## src/rtl/fetch_stage_pkg.sv

```systemverilog
// ============================================================================
//  Module      : fetch_stage_pkg
//  Description : Shared core definitions for the femtoRV32 front end:
//                datapath width, instruction-memory geometry, the bubble
//                instruction and the IF/ID bundle consumed by decode.
//  Revision    : 1.0 - initial release
// ============================================================================
`default_nettype none

package fetch_stage_pkg;

  // Architectural datapath width.
  localparam int unsigned XLEN = 32;

  // Instruction memory is 64 words, addressed by word.
  localparam int unsigned CORE_IMEM_AW = 6;

  // addi x0,x0,0 - what decode sees when IF/ID holds a bubble.
  localparam logic [XLEN-1:0] CORE_NOP_INST = 32'h0000_0013;

  // Default boot address.
  localparam logic [XLEN-1:0] CORE_RESET_PC = 32'h0000_0000;

  // IF/ID pipeline bundle, shared with the decode stage.
  typedef struct packed {
    logic [XLEN-1:0] pc;
    logic [XLEN-1:0] inst;
    logic            valid;
  } if_id_t;

  // A byte target is misaligned for 32-bit instructions when its low
  // two bits are not zero.
  function automatic logic is_misaligned(input logic [1:0] lsbs);
    return (lsbs != 2'b00);
  endfunction

endpackage

`default_nettype wire

```

## src/rtl/fetch_stage_pc_reg.sv

```systemverilog
// ============================================================================
//  Module      : fetch_stage_pc_reg
//  Description : Program counter for the fetch stage. Applies the
//                reset > redirect > stall > increment priority and tells
//                the stage when a normal fetch cycle is taking place.
//  Revision    : 1.0 - initial release
// ============================================================================
`default_nettype none

module fetch_stage_pc_reg
  import fetch_stage_pkg::*;
#(
  parameter logic [XLEN-1:0] RESET_PC = CORE_RESET_PC
) (
  input  logic            clk,
  input  logic            rst,
  input  logic            i_stall,
  input  logic            i_redirect_en,
  // Word part of the redirect target; the byte offset is dropped here
  // because the PC is always kept word aligned.
  input  logic [XLEN-3:0] i_redirect_word,
  output logic [XLEN-1:0] o_pc,
  output logic [XLEN-1:0] o_pc_next,
  output logic            o_advance
);

  logic [XLEN-1:0] r_pc;
  logic [XLEN-1:0] w_pc_next;
  logic            w_advance;

  // Next-PC selection: redirect beats stall, stall beats sequential fetch.
  always_comb begin
    w_pc_next = r_pc;
    w_advance = 1'b0;
    if (i_redirect_en) begin
      w_pc_next = {i_redirect_word, 2'b00};
    end else if (!i_stall) begin
      // Natural 32-bit wrap: 0xFFFF_FFFC + 4 = 0.
      w_pc_next = r_pc + 32'd4;
      w_advance = 1'b1;
    end
  end

  // PC register with synchronous reset.
  always_ff @(posedge clk) begin
    if (rst) begin
      r_pc <= RESET_PC;
    end else begin
      r_pc <= w_pc_next;
    end
  end

  assign o_pc      = r_pc;
  assign o_pc_next = w_pc_next;
  assign o_advance = w_advance;

endmodule

`default_nettype wire

```

## src/rtl/fetch_stage.sv

```systemverilog
// ============================================================================
//  Module      : fetch_stage
//  Description : femtoRV32 instruction-fetch stage. Drives the word address
//                into the asynchronous-read instruction memory, captures the
//                returned word into IF/ID, inserts bubbles on redirect,
//                flags misaligned redirect targets and counts fetches.
//  Revision    : 1.0 - initial release
// ============================================================================
`default_nettype none

module fetch_stage
  import fetch_stage_pkg::*;
#(
  parameter logic [XLEN-1:0] RESET_PC = CORE_RESET_PC,
  parameter int              IMEM_AW  = CORE_IMEM_AW,
  parameter logic [XLEN-1:0] NOP_INST = CORE_NOP_INST
) (
  input  logic               clk,
  input  logic               rst,
  input  logic               stall,
  input  logic               redirect_en,
  input  logic [XLEN-1:0]    redirect_target,
  output logic [IMEM_AW-1:0] imem_addr,
  input  logic [XLEN-1:0]    imem_data,
  output logic [XLEN-1:0]    if_id_pc,
  output logic [XLEN-1:0]    if_id_pc_plus4,
  output logic [XLEN-1:0]    if_id_inst,
  output logic               if_id_valid,
  output logic               misalign_err,
  output logic [XLEN-1:0]    fetch_count
);

  logic [XLEN-1:0] w_pc;
  logic [XLEN-1:0] w_pc_next;
  logic            w_advance;
  logic            w_target_misaligned;

  if_id_t          r_if_id;
  logic            r_misalign_err;
  logic [XLEN-1:0] r_fetch_count;

  fetch_stage_pc_reg #(
    .RESET_PC (RESET_PC)
  ) u_pc_reg (
    .clk             (clk),
    .rst             (rst),
    .i_stall         (stall),
    .i_redirect_en   (redirect_en),
    .i_redirect_word (redirect_target[XLEN-1:2]),
    .o_pc            (w_pc),
    .o_pc_next       (w_pc_next),
    .o_advance       (w_advance)
  );

  assign w_target_misaligned = is_misaligned(redirect_target[1:0]);

  // IF/ID register: bubble on reset or redirect, hold on stall, otherwise
  // capture the word the memory is returning for the current PC.
  always_ff @(posedge clk) begin
    if (rst) begin
      r_if_id <= '{pc: '0, inst: NOP_INST, valid: 1'b0};
    end else if (redirect_en) begin
      // The flushed slot keeps its old pc; only inst/valid are cleared.
      r_if_id.inst  <= NOP_INST;
      r_if_id.valid <= 1'b0;
    end else if (w_advance) begin
      r_if_id.pc    <= w_pc;
      r_if_id.inst  <= imem_data;
      r_if_id.valid <= 1'b1;
    end
  end

  // Sticky misalignment flag, cleared only by reset.
  always_ff @(posedge clk) begin
    if (rst) begin
      r_misalign_err <= 1'b0;
    end else if (redirect_en && w_target_misaligned) begin
      r_misalign_err <= 1'b1;
    end
  end

  // Count of real instructions loaded into IF/ID (wraps at 2^32).
  always_ff @(posedge clk) begin
    if (rst) begin
      r_fetch_count <= '0;
    end else if (w_advance) begin
      r_fetch_count <= r_fetch_count + 32'd1;
    end
  end

  // Only the word index inside the 64-word memory is driven; upper PC
  // bits alias silently.
  assign imem_addr      = w_pc[IMEM_AW+1:2];

  assign if_id_pc       = r_if_id.pc;
  assign if_id_pc_plus4 = r_if_id.pc + 32'd4;
  assign if_id_inst     = r_if_id.inst;
  assign if_id_valid    = r_if_id.valid;
  assign misalign_err   = r_misalign_err;
  assign fetch_count    = r_fetch_count;

  // The next-PC value is exported by the PC register for later stages
  // (e.g. a branch predictor); the fetch datapath itself does not need it.
  logic w_unused;
  assign w_unused = ^w_pc_next;

endmodule

`default_nettype wire
```

## config.mk

```make
export PLATFORM = sky130hd
export DESIGN_NAME = fetch_stage
export DESIGN_NICKNAME = d
export VERILOG_FILES = /design/src/rtl/fetch_stage_pkg.sv /design/src/rtl/fetch_stage_pc_reg.sv /design/src/rtl/fetch_stage.sv
export SDC_FILE = /design/constraint.sdc
export NUM_CORES = 1
export LEC_CHECK = 0
export CORE_MARGIN = 8
export CORE_UTILIZATION = 68
export CTS_BUF_LIST = sky130_fd_sc_hd__clkbuf_4
export DETAILED_ROUTE_END_ITERATION = 7
export DONT_BUFFER_PORTS = 1
export GPL_ROUTABILITY_DRIVEN = 0
export PLACE_DENSITY = 0.84
export SLEW_MARGIN = 10
export SYNTH_ARGS = -nofsm -noshare
export SYNTH_HDL_FRONTEND = slang
export SYNTH_SLANG_ARGS = --single-unit
```

## constraint.sdc

```tcl
create_clock -name clk -period 5.3 [get_ports clk]
set_clock_uncertainty 0.1 [all_clocks]
set_input_delay 1.06 -clock clk [delete_from_list [all_inputs] [get_ports clk]]
set_output_delay 1.06 -clock clk [all_outputs]
set_load 0.02 [all_outputs]
```

Word-level counts from Yosys, hierarchy flattened
Cells that the tools add are included.
W data, S select, Z words.
- bits in registers: 130
- input bits: 68
- output and inout port bits: 136
- word-level logic and storage cells: 20
- add/subtract/negate cells: 3
- eq/ne operators: 1
- muxes and demuxes: 4
- bitwise operators: 1
- reductions and logical operators: 4
- operators with widths (cell ; count):
    $add A32 B3 Y32 const B ; 2
    $mux W32 ; 2
    $add A32 B1 Y32 const B ; 1
    $mux W1 ; 2
    $ne A2 B1 Y1 const B ; 1
    $reduce_and A2 Y1 ; 1
    $reduce_bool A2 Y1 ; 1
    $reduce_or A2 Y1 ; 1
    $logic_and A1 B1 Y1 ; 1
    $not A1 Y1 ; 1

Depth between registers and ports, before layout
Gate-level depths: netlist of the first run.
- depth in word-level cells: 3
- depth in mapped cells: 7
- depth with buffers taken out: 6

Hierarchy
Synthesis of the first run repeated with hierarchy kept, for this count alone.
- cell total of the unflattened synthesis: 776
- area total of the unflattened synthesis: 6382.4 um^2
- by module, submodules not included (module ; instances ; cells each ; area each (um^2) ; seq. area each (um^2)):
    fetch_stage ; 1 ; 512 ; 4376.7 ; 1961.9
    fetch_stage_pc_reg ; 1 ; 264 ; 2005.7 ; 640.6

Worst setup path after synthesis of the first run
OpenSTA, ideal clock, no wires.
- kind: register to output
- start point: register r_if_id, in the netlist if_id_pc[11]
- end point: output port if_id_pc_plus4[27]
- arrival time: 1.731 ns
- required time: 4.140 ns
- slack: 2.409 ns
- stages on the path, launching flop included: 6
- buffers on the path: 0
- cell sequence: dfxtp_1 -> and4_1 -> and4_1 -> and3_1 -> nand4_1 -> xnor2_1
- cells in the longest elaborated chain, start to end: 1
- ends and longest elaborated chain (element ; line ; text):
    start: declaration ; fetch_stage.sv:38 ; if_id_t r_if_id;
    start signal: assignment ; fetch_stage.sv:61 ; r_if_id <= '{pc: '0, inst: NOP_INST, valid: 1'b0};
    $add A32 B3 Y32 ; fetch_stage.sv:96 ; assign if_id_pc_plus4 = r_if_id.pc + 32'd4;
    end: declaration ; fetch_stage.sv:26 ; output logic [XLEN-1:0] if_id_pc_plus4,
No other way between the ends.

Worst setup path in the final report of the first run
- start point: register r_if_id, in the netlist if_id_pc[6]
- end point: output port if_id_pc_plus4[27]
Same word-level chain as after synthesis.

==> results of run 1 <==
==> metrics by stage <==
step | total power [mW] | instances | worst slack, ns | cell area (um2) | utilization [%]
5_1_grt | 1.93 | 800 | 1.47 | 6180 | 71.9
2_1_floorplan | 1.16 | 706 | 2.41 | 5940 | -
3_3_place_gp | 1.15 | 768 | 2.14 | 5870 | 68.3
4_1_cts | 1.86 | 800 | 1.59 | 6180 | 71.9
6_report | 1.85 | 800 | 1.65 | 6180 | 71.9
3_5_place_dp | 1.16 | 768 | 2.10 | 5870 | 68.3
==> worst max-delay path by stage <==
stage,end,slack (ns),cells after the start
6_report,if_id_pc_plus4[27],1.65,5
5_1_grt,if_id_pc_plus4[26],1.47,5
4_1_cts,if_id_pc_plus4[27],1.59,5
3_5_place_dp,fetch_count[30]$_SDFFE_PP0P_,2.10,5
3_3_place_gp,fetch_count[30]$_SDFFE_PP0P_,2.14,5
2_1_floorplan,if_id_pc_plus4[27],2.41,5
==> metal layers <==
metal	routed length, um	track usage (%)	part of all wire, %
met3	1720	9.61	12
met2	7200	39.9	49
met5	0	0	0
met1	5440	26.3	37
met4	247	8.29	1.7
==> cell families after synthesis <==
| kind of cell | Yosys count |
|---|---|
| AO/OA/AOI/OAI | 73 |
| XOR/XNOR | 77 |
| adder cells (fa/ha/maj) | 3 |
| buffers and inverters | 56 |
| flip-flops | 126 |
| multiplexers | 40 |
| other | 1 |
| AND/OR/NAND/NOR | 327 |
==> state kept, by name, indices dropped and copies added (netlist names) <==
name and cells:
if_id_pc 30, misalign_err 1, fetch_count 32, u_pc_reg.o_pc 30, if_id_valid 1, if_id_inst 32
==> power by group through the flow <==
stage                     combinational (mW)  sequential [mW]  clock (mW)
after floorplan                        0.113             1.04           0
after global placement                0.0900             1.06           0
after detailed placement              0.0942             1.06           0
after CTS                             0.0946             1.04       0.729
after global routing                   0.105             1.05       0.775
final                                 0.0942             1.04       0.719
==> critical path, stage by stage (launching register included) <==
cell and delay, ns:
dfxtp_1 0.58, and4_1 0.31, and4_1 0.26, and3_1 0.25, nand4_1 0.13, xnor2_1 0.45
==> final cells by class <==
| class | count | area, um2 |
|---|---|---|
| timing repair buffer | 1 | 7.51 |
| multi-input combinational | 524 | 3170 |
| clock inverter | 15 | 185 |
| sequential | 126 | 2520 |
| clock buffer | 17 | 128 |
| fill | 679 | 2410 |
| inverter | 9 | 33.8 |
| tap | 108 | 135 |
==> cells in the final DEF (no fill, tap or decap), types with 6 or more instances in the layout <==
master	netlist	final
xnor2_1	34	34
inv_1	9	9
nand4b_1	6	6
a21oi_1	49	49
mux2i_1	38	38
clkbuf_4	0	17
nand3_1	36	36
and4_1	7	7
and3_1	17	17
dfxtp_1	126	126
xor2_1	43	43
a211oi_1	7	7
nand2_1	103	103
nand4_1	27	27
nor2_1	90	89
o21ai_0	6	6
==> metrics, run 1 <==
Max Cap Viol 0; row cnt 34; R2R setup slack 2.82 ns; post-synthesis simple-gate area fraction 27.6%; number of DRC markers in iteration 0 303; Final nets 750; Comb power frac 5.1%; top post-synthesis cells by area dfxtp_1, nand2_1, mux2i_1; fraction of the mapped netlist area in adder cells 0.633%; Initial Util 69.0%; die height 109 um; Clock power frac between 30% and 40%; Post-synth top cells dfxtp_1, nand2_1, nor2_1, a21oi_1, xor2_1; number of H-tree levels 4; Worst Path Arrival 2.49 ns; share of layout cells above drive strength 1 6.36%; Diodes inserted 0; min-delay src u_pc_reg.o_pc[25]$_SDFFE_PP0P_; mux share of post-synthesis cell area 6.80%; Hold Violations, Final 0; yosys warns 0; Num CTS Buffers 17; pwr dens 300 mW/mm2; first-pass GRT wire length 22900 um; Worst-path clk slew 0.12 ns; Area Growth Syn to Fin 4.26%; unrepaired setup endpoints after global routing false; Net Switching between 400 and 500 uW; Post-CTS Hold Fix Bufs 0; root buffer cell clkbuf_4; setup TNS 0 ns; share of flip-flops with an asynchronous set or reset 0%; clock sink total 126; Fmax achieved between 200 and 300 MHz; switching share of power between 20% and 30%; area leader, netlist dfxtp_1; worst min-delay path category reg2reg; Sequential Power Share 56.1%; Int Pwr 1.35 mW; area share of the largest cell type after synthesis a little over two fifths; Post-synth EDFFs 0; clock tree from TritonCTS done; Post-Syn Instances approximately 700; LEAKAGE 2.31 nW; Core ar. 0.00859 mm2; Die ar. 0.0120 mm2; Max VDD drop 0.184 mV; Vias/cell slightly above 6; via count 4889; Port Buf Inserts 0; CP Launch Point if_id_pc[6]$_SDFFE_PP0P_; final hold slack 0.409 ns; Worst Path Required 4.14 ns; Netlist Area Pre-Place 0.00593 mm2; Cell variety after synth 42; Clock Latency Late Sink 0.52 ns; Tcrit/Tclk final between 60 and 70%; vias in the first global route 4722; Total Routing Usage GR 23.6%; critical path fanouts, max 7; post-synthesis compound-gate area fraction under 10%; Slew Viols, Final 0; Hold Path Cell Cnt 2; Remaining Overflow, GRT 0; Slew @ Worst Pin between 1 and 1.5 ns; Die X 109 um; Worst Hold End if_id_pc[25]$_SDFFE_PP0P_; total I/O pin count 204; post-CTS setup repair buffer count 0; largest net degree at the start of global routing 97; XOR/XNOR Fraction of Synth Area 11.4%; synthesized flop and latch total 126; drt first pass iters 5; critical path startpoint category flop; Routed Antenna Nets 0; R2R Path End fetch_count[30]$_SDFFE_PP0P_; run status complete, no violations; DPL Wire Length about 11000 um; critical path class reg2out; syn_area_per_cell 8.43 um2; largest family of logic cells by synthesized area simple AND/OR/NAND/NOR gates; Seq/Total Area, Yosys a little over two fifths; Routed WL approximately 15000 um; Worst slew margin about a third; cts repair resizes 0; most common cell in the netlist dfxtp_1; min cycle time layout 3.65 ns; cells on worst reg2reg path 6; Crit. End Element output pin; initial antenna violation count 0; worst reg2reg startpoint fetch_count[0]$_SDFFE_PP0P_; Most used DFF post-synth dfxtp_1; DR WL/cell 18.3 um; DR DRC count 0; Max Root-Sink Buffers 2; final setup fails 0
No activity file was read; power rests on OpenSTA's default activity.
==> run 2: changes to the inputs <==
Settings changed: ABC_AREA from default to 1, CORE_UTILIZATION 68 to 66, PLACE_DENSITY 0.84 to 0.82.
Clock period 5.3 ns to 3.52 ns, I/O delays scaled along.
==> metrics, run 2 <==
Seq/Total Area, Yosys 36.4%; Slew @ Worst Pin 1.00 ns; Routed Antenna Nets 0; Cell variety after synth 45; LEAKAGE 2.96 nW; largest net degree at the start of global routing 68; via count 6570; cts repair resizes 0; vias in the first global route 6017; Post-synth top cells nand2_1, nor2_1, dfxtp_1, inv_1, nand3_1; number of H-tree levels 4; Die X around 120 um; run status complete, no violations; mux share of post-synthesis cell area 0%; Bufs and invs on worst path 1; share of layout cells above drive strength 1 8.24%; Worst Setup Slack, final 0.184 ns; post-synthesis simple-gate area fraction 37.2%; Initial Util approximately two thirds; Final nets 1077; critical path startpoint category flop; Post-CTS Hold Fix Bufs 0; worst min-delay path category in2reg; final setup fails 0; Hold Violations, Final 0; most common cell in the netlist nand2_1; setup TNS 0 ns; DR WL/cell 16.6 um; critical path fanouts, max 6; commonest non-fill, non-tap cells in the layout nand2_1, nor2_1, dfxtp_1; Max Root-Sink Buffers 2; Core ar. 0.0103 mm2; critical path class reg2out; largest family of logic cells by synthesized area simple AND/OR/NAND/NOR gates; die height about 120 um; number of DRC markers in iteration 0 702; Max VDD drop 0.297 mV; Routed WL 19100 um; DR DRC count 0; Area Growth Syn to Fin 3.31%; initial antenna violation count 2; clock tree from TritonCTS done; busiest grt layer met2; met3 Usage GRT around an eighth; root buffer cell clkbuf_4; Max Cap Viol 0; most common cell after layout, fill and taps aside nand2_1; total I/O pin count 204; met1 global-route usage 32.8%; synthesized flop and latch total 126; syn_area_per_cell 6.75 um2; first-pass GRT wire length around 31000 um; Port Buf Inserts 0; Worst slew margin 33.0%; Most used DFF post-synth dfxtp_1; share of flip-flops with an asynchronous set or reset 0%; Num CTS Buffers 17; Total Routing Usage GR a little over a quarter; XOR/XNOR Fraction of Synth Area 4.30%; area leader, netlist dfxtp_1; post-synthesis compound-gate area fraction approximately a tenth; Place WS 0.758 ns; met2 Use GR 41.2%; drt first pass iters 7; top post-synthesis cells by area dfxtp_1, nand2_1, nor2_1; Tcrit/Tclk final 94.8%; crit-path max cell delay around 0.53 ns; Worst-path clk slew 0.13 ns; Post-synth EDFFs 0; Clock Latency Late Sink around 0.51 ns; CP max stage cell dfxtp_1; Worst Path Arrival 2.53 ns; min cycle time layout 3.34 ns; Worst Path Required 2.72 ns; row cnt 37; critical path cell sequence ha_1 -> nand3_2 -> inv_1 -> nand2_1 -> nor2_4 -> nand3_1 -> nor2_1 -> xor2_1; placed inst area 0.00687 mm2; Remaining Overflow, GRT 0; yosys warns 0; Vias/cell 5.68; delay-heaviest family, CP simple AND/OR/NAND/NOR gates; DPL Wire Length 14300 um; Post-Syn Instances 1026; Crit. End Element output pin; pwr dens 398 mW/mm2; post-CTS setup repair buffer count 0; Netlist Area Pre-Place 0.00693 mm2; Fmax achieved 300 MHz; Die ar. 0.0140 mm2; Slew Viols, Final 0; Finished Cell Area just over 0.007 mm2; area share of the largest cell type after synthesis 36.4%; clock sink total 126; unrepaired setup endpoints after global routing false; fraction of the mapped netlist area in adder cells 0.542%
==> run 2: cell count changes in the layout (fill, tap and decap cells not counted), sizes merged, moves of 9 or more <==
cell / delta
inv: +113
nand4: -9
xor2: -19
o21ai: +70
nor2: +112
and3: -17
xnor2: -24
mux2i: -38
nor3: +24
nand2: +113
a21oi: -30
nand3: +47
==> run 2: report_power, final <==
| group | total (mW) | internal, mW | switching [mW] | leakage (nW) |
|---|---|---|---|---|
| Clock | 0.981 | 0.427 | 0.554 | 0.138 |
| Combinational | 0.261 | 0.0785 | 0.182 | 1.79 |
| Sequential | 1.60 | 1.48 | 0.122 | 1.03 |
| Total | 2.84 | 1.99 | 0.859 | 2.96 |
==> run 2: through the flow <==
stage               util (%)  cells  hold slack, ns  power (mW)
global route            69.6   1156          0.0676        2.97
finish                  69.6   1156           0.145        2.84
global placement        66.9   1123           0.408        1.89
detailed placement      66.9   1123           0.413        1.89
floorplan                  -   1029           0.375        1.85
CTS                     69.6   1155          0.0915        2.87
==> run 2: worst register-to-register path, stage by stage, from the launching register on <==
cell	delay [ns]
dfxtp_1	0.59
ha_1	0.24
nand2_1	0.14
nor2_4	0.22
nand3_2	0.15
nor2_2	0.23
nand3_1	0.12
nand2_1	0.09
nand3_1	0.07
nand2_1	0.06
inv_1	0.04
==> run 2: layer usage <==
metal  vias to the layer above  routed length [um]
li1                       3245                   -
met1                      2954                8040
met2                       343                8260
met3                        26                2510
met4                         2                 314
met5                         -                  13
==> run 2: final cells by class <==
cell class | instances | area (um2)
inverters | 129 | 492
flip-flops and latches | 126 | 2520
fillers | 911 | 3120
multi-input cells | 729 | 3660
clock buffers | 18 | 135
repair buffers | 3 | 22.5
well taps | 136 | 170
clock inverters | 14 | 146
diodes | 1 | 2.50
==> run 2: final timing paths <==
| kind | endpoint | from | cells past startpoint | slack [ns] |
|---|---|---|---|---|
| setup / recovery | if_id_pc_plus4[20] | if_id_pc[2]$_SDFFE_PP0P_ | 8 | 0.18 |
| hold / removal | fetch_count[25]$_SDFFE_PP0P_ | rst | 1 | 0.14 |
| setup reg to reg | u_pc_reg.o_pc[26]$_SDFFE_PP0P_ | u_pc_reg.o_pc[2]$_SDFFE_PP0P_ | 10 | 1.39 |
| hold reg to reg | u_pc_reg.o_pc[14]$_SDFFE_PP0P_ | u_pc_reg.o_pc[14]$_SDFFE_PP0P_ | 2 | 0.43 |
==> run 2: logic make-up after synthesis <==
logic type               after synthesis
AO/OA/AOI/OAI                        128
XOR/XNOR                              34
adder cells (fa/ha/maj)                3
buffers and inverters                174
flip-flops                           126
other                                  1
AND/OR/NAND/NOR                      560
==> run 3: changes to the inputs <==
Settings changed: ABC_AREA 1 to default.
==> metrics, run 3 (synthesis gave the netlist of run 1 again) <==
Routed Antenna Nets 0; drt first pass iters 5; post-CTS setup repair buffer count 0; worst min-delay path category in2reg; via count approximately 5000; Worst-path clk slew 0.12 ns; Worst slew margin 42.7%; unrepaired setup endpoints after global routing false; Remaining Overflow, GRT 0; number of DRC markers in iteration 0 approximately 300; DPL Wire Length roughly 11000 um; initial antenna violation count 0; Initial Util 68.0%; setup TNS 0 ns; Die X 111 um; Max Root-Sink Buffers 2; Max VDD drop 0.318 mV; Die ar. 0.0123 mm2; Slew Viols, Final 0; critical path class reg2out; DR WL/cell about 19 um; Clock Latency Late Sink 0.51 ns; Fmax achieved 303 MHz; total I/O pin count 204; cts repair resizes 0; critical path fanouts, max 7; Area Growth Syn to Fin 4.96%; share of layout cells above drive strength 1 6.63%; Port Buf Inserts 0; row cnt 34; die height ~110 um; largest net degree at the start of global routing a little under 100; Crit. End Element output pin; Post-CTS Hold Fix Bufs 0; Tcrit/Tclk final 93.8%; Core ar. 0.00872 mm2; DR DRC count 0; Worst Path Arrival about 2.5 ns; most common cell after layout, fill and taps aside dfxtp_1; clock sink total around 130; number of H-tree levels 4; root buffer cell clkbuf_4; pwr dens between 400 and 500 mW/mm2; first-pass GRT wire length around 24000 um; # fillers 699; Hold Violations, Final 0; min cycle time layout ~3.3 ns; Num CTS Buffers 17; LEAKAGE 2.34 nW; final setup fails 0; Max Cap Viol 0; final core utilization 71.3%; Final nets between 700 and 800; Total Routing Usage GR 23.2%; Diodes inserted 0; clock tree from TritonCTS done; commonest non-fill, non-tap cells in the layout dfxtp_1, nand2_1, nor2_1; Worst Path Required 2.72 ns; Routed WL between 10000 and 15000 um; Vias/cell 6.10; critical path startpoint category flop; vias in the first global route ~4900; Slew @ Worst Pin 0.852 ns; run status complete, no violations
[run 3: cell types whose count changed in the layout (fill, tap and decap cells not counted), sizes merged, moves of 17 or more]
| cell | previous run | this run |
|---|---|---|
| xor2 | 24 | 43 |
| and3 | 0 | 17 |
| a21oi | 19 | 49 |
| xnor2 | 10 | 34 |
| nand2 | 216 | 103 |
| mux2i | 0 | 38 |
| nand3 | 84 | 37 |
| inv | 127 | 12 |
| nor3 | 29 | 5 |
| nor2 | 202 | 90 |
| o21ai | 76 | 6 |
[run 3: cell type report]
class,instances,area [um2],area share [%]
clock buffer,17,128,2.05
clock inverter,15,211,3.40
inverter,9,33.8,0.543
multi-input combinational,524,3170,50.9
sequential,126,2520,40.5
tap,108,135,2.17
timing repair buffer,3,22.5,0.362
[run 3: worst paths after layout]
check | endpoint | cells after the start | slack [ns] | startpoint
worst max-delay path | if_id_pc_plus4[27] | 5 | 0.22 | if_id_pc[6]$_SDFFE_PP0P_
worst min-delay path | fetch_count[11]$_SDFFE_PP0P_ | 1 | 0.15 | rst
worst max register to register | u_pc_reg.o_pc[29]$_SDFFE_PP0P_ | 5 | 1.06 | u_pc_reg.o_pc[4]$_SDFFE_PP0P_
worst min register to register | if_id_pc[26]$_SDFFE_PP0P_ | 2 | 0.39 | u_pc_reg.o_pc[26]$_SDFFE_PP0P_
[run 3: per-stage QoR]
| stage | instance area, um2 | power [mW] | cells | setup WS [ns] | hold slack, ns |
|---|---|---|---|---|---|
| 5_1_grt | 6220 | 2.97 | 802 | 0.0000453 | 0.115 |
| 3_5_place_dp | 5880 | 1.74 | 770 | 0.712 | 0.378 |
| 3_3_place_gp | 5880 | 1.73 | 770 | 0.808 | 0.364 |
| 4_1_cts | 6220 | 2.88 | 802 | 0.143 | 0.127 |
| 6_report | 6220 | 2.86 | 802 | 0.217 | 0.154 |
| 2_1_floorplan | 5940 | 1.74 | 706 | 0.985 | 0.344 |
[run 3: per-layer routing]
layer  share of wire (%)  track usage [%]  vias up  wire length (um)
met1                  38             25.0     2287              5640
met5                   0                0        -                 0
li1                    -                -     2358                 -
met2                  49             38.6      219              7270
met3                  11             10.7       28              1640
met4                 2.2             9.46        0               323
[run 3: report_power, final]
part / switching [mW] / internal (mW) / total [mW]
Sequential: 0.0962 / 1.47 / 1.57
Combinational: 0.0786 / 0.0635 / 0.142
Clock: 0.576 / 0.576 / 1.15
Total: 0.751 / 2.11 / 2.86
[run 3: worst max-delay path: stages, from the launching register on]
cell and delay [ns]:
dfxtp_1 0.57, and4_1 0.32, and4_1 0.26, and3_1 0.24, nand4_1 0.14, xnor2_1 0.46
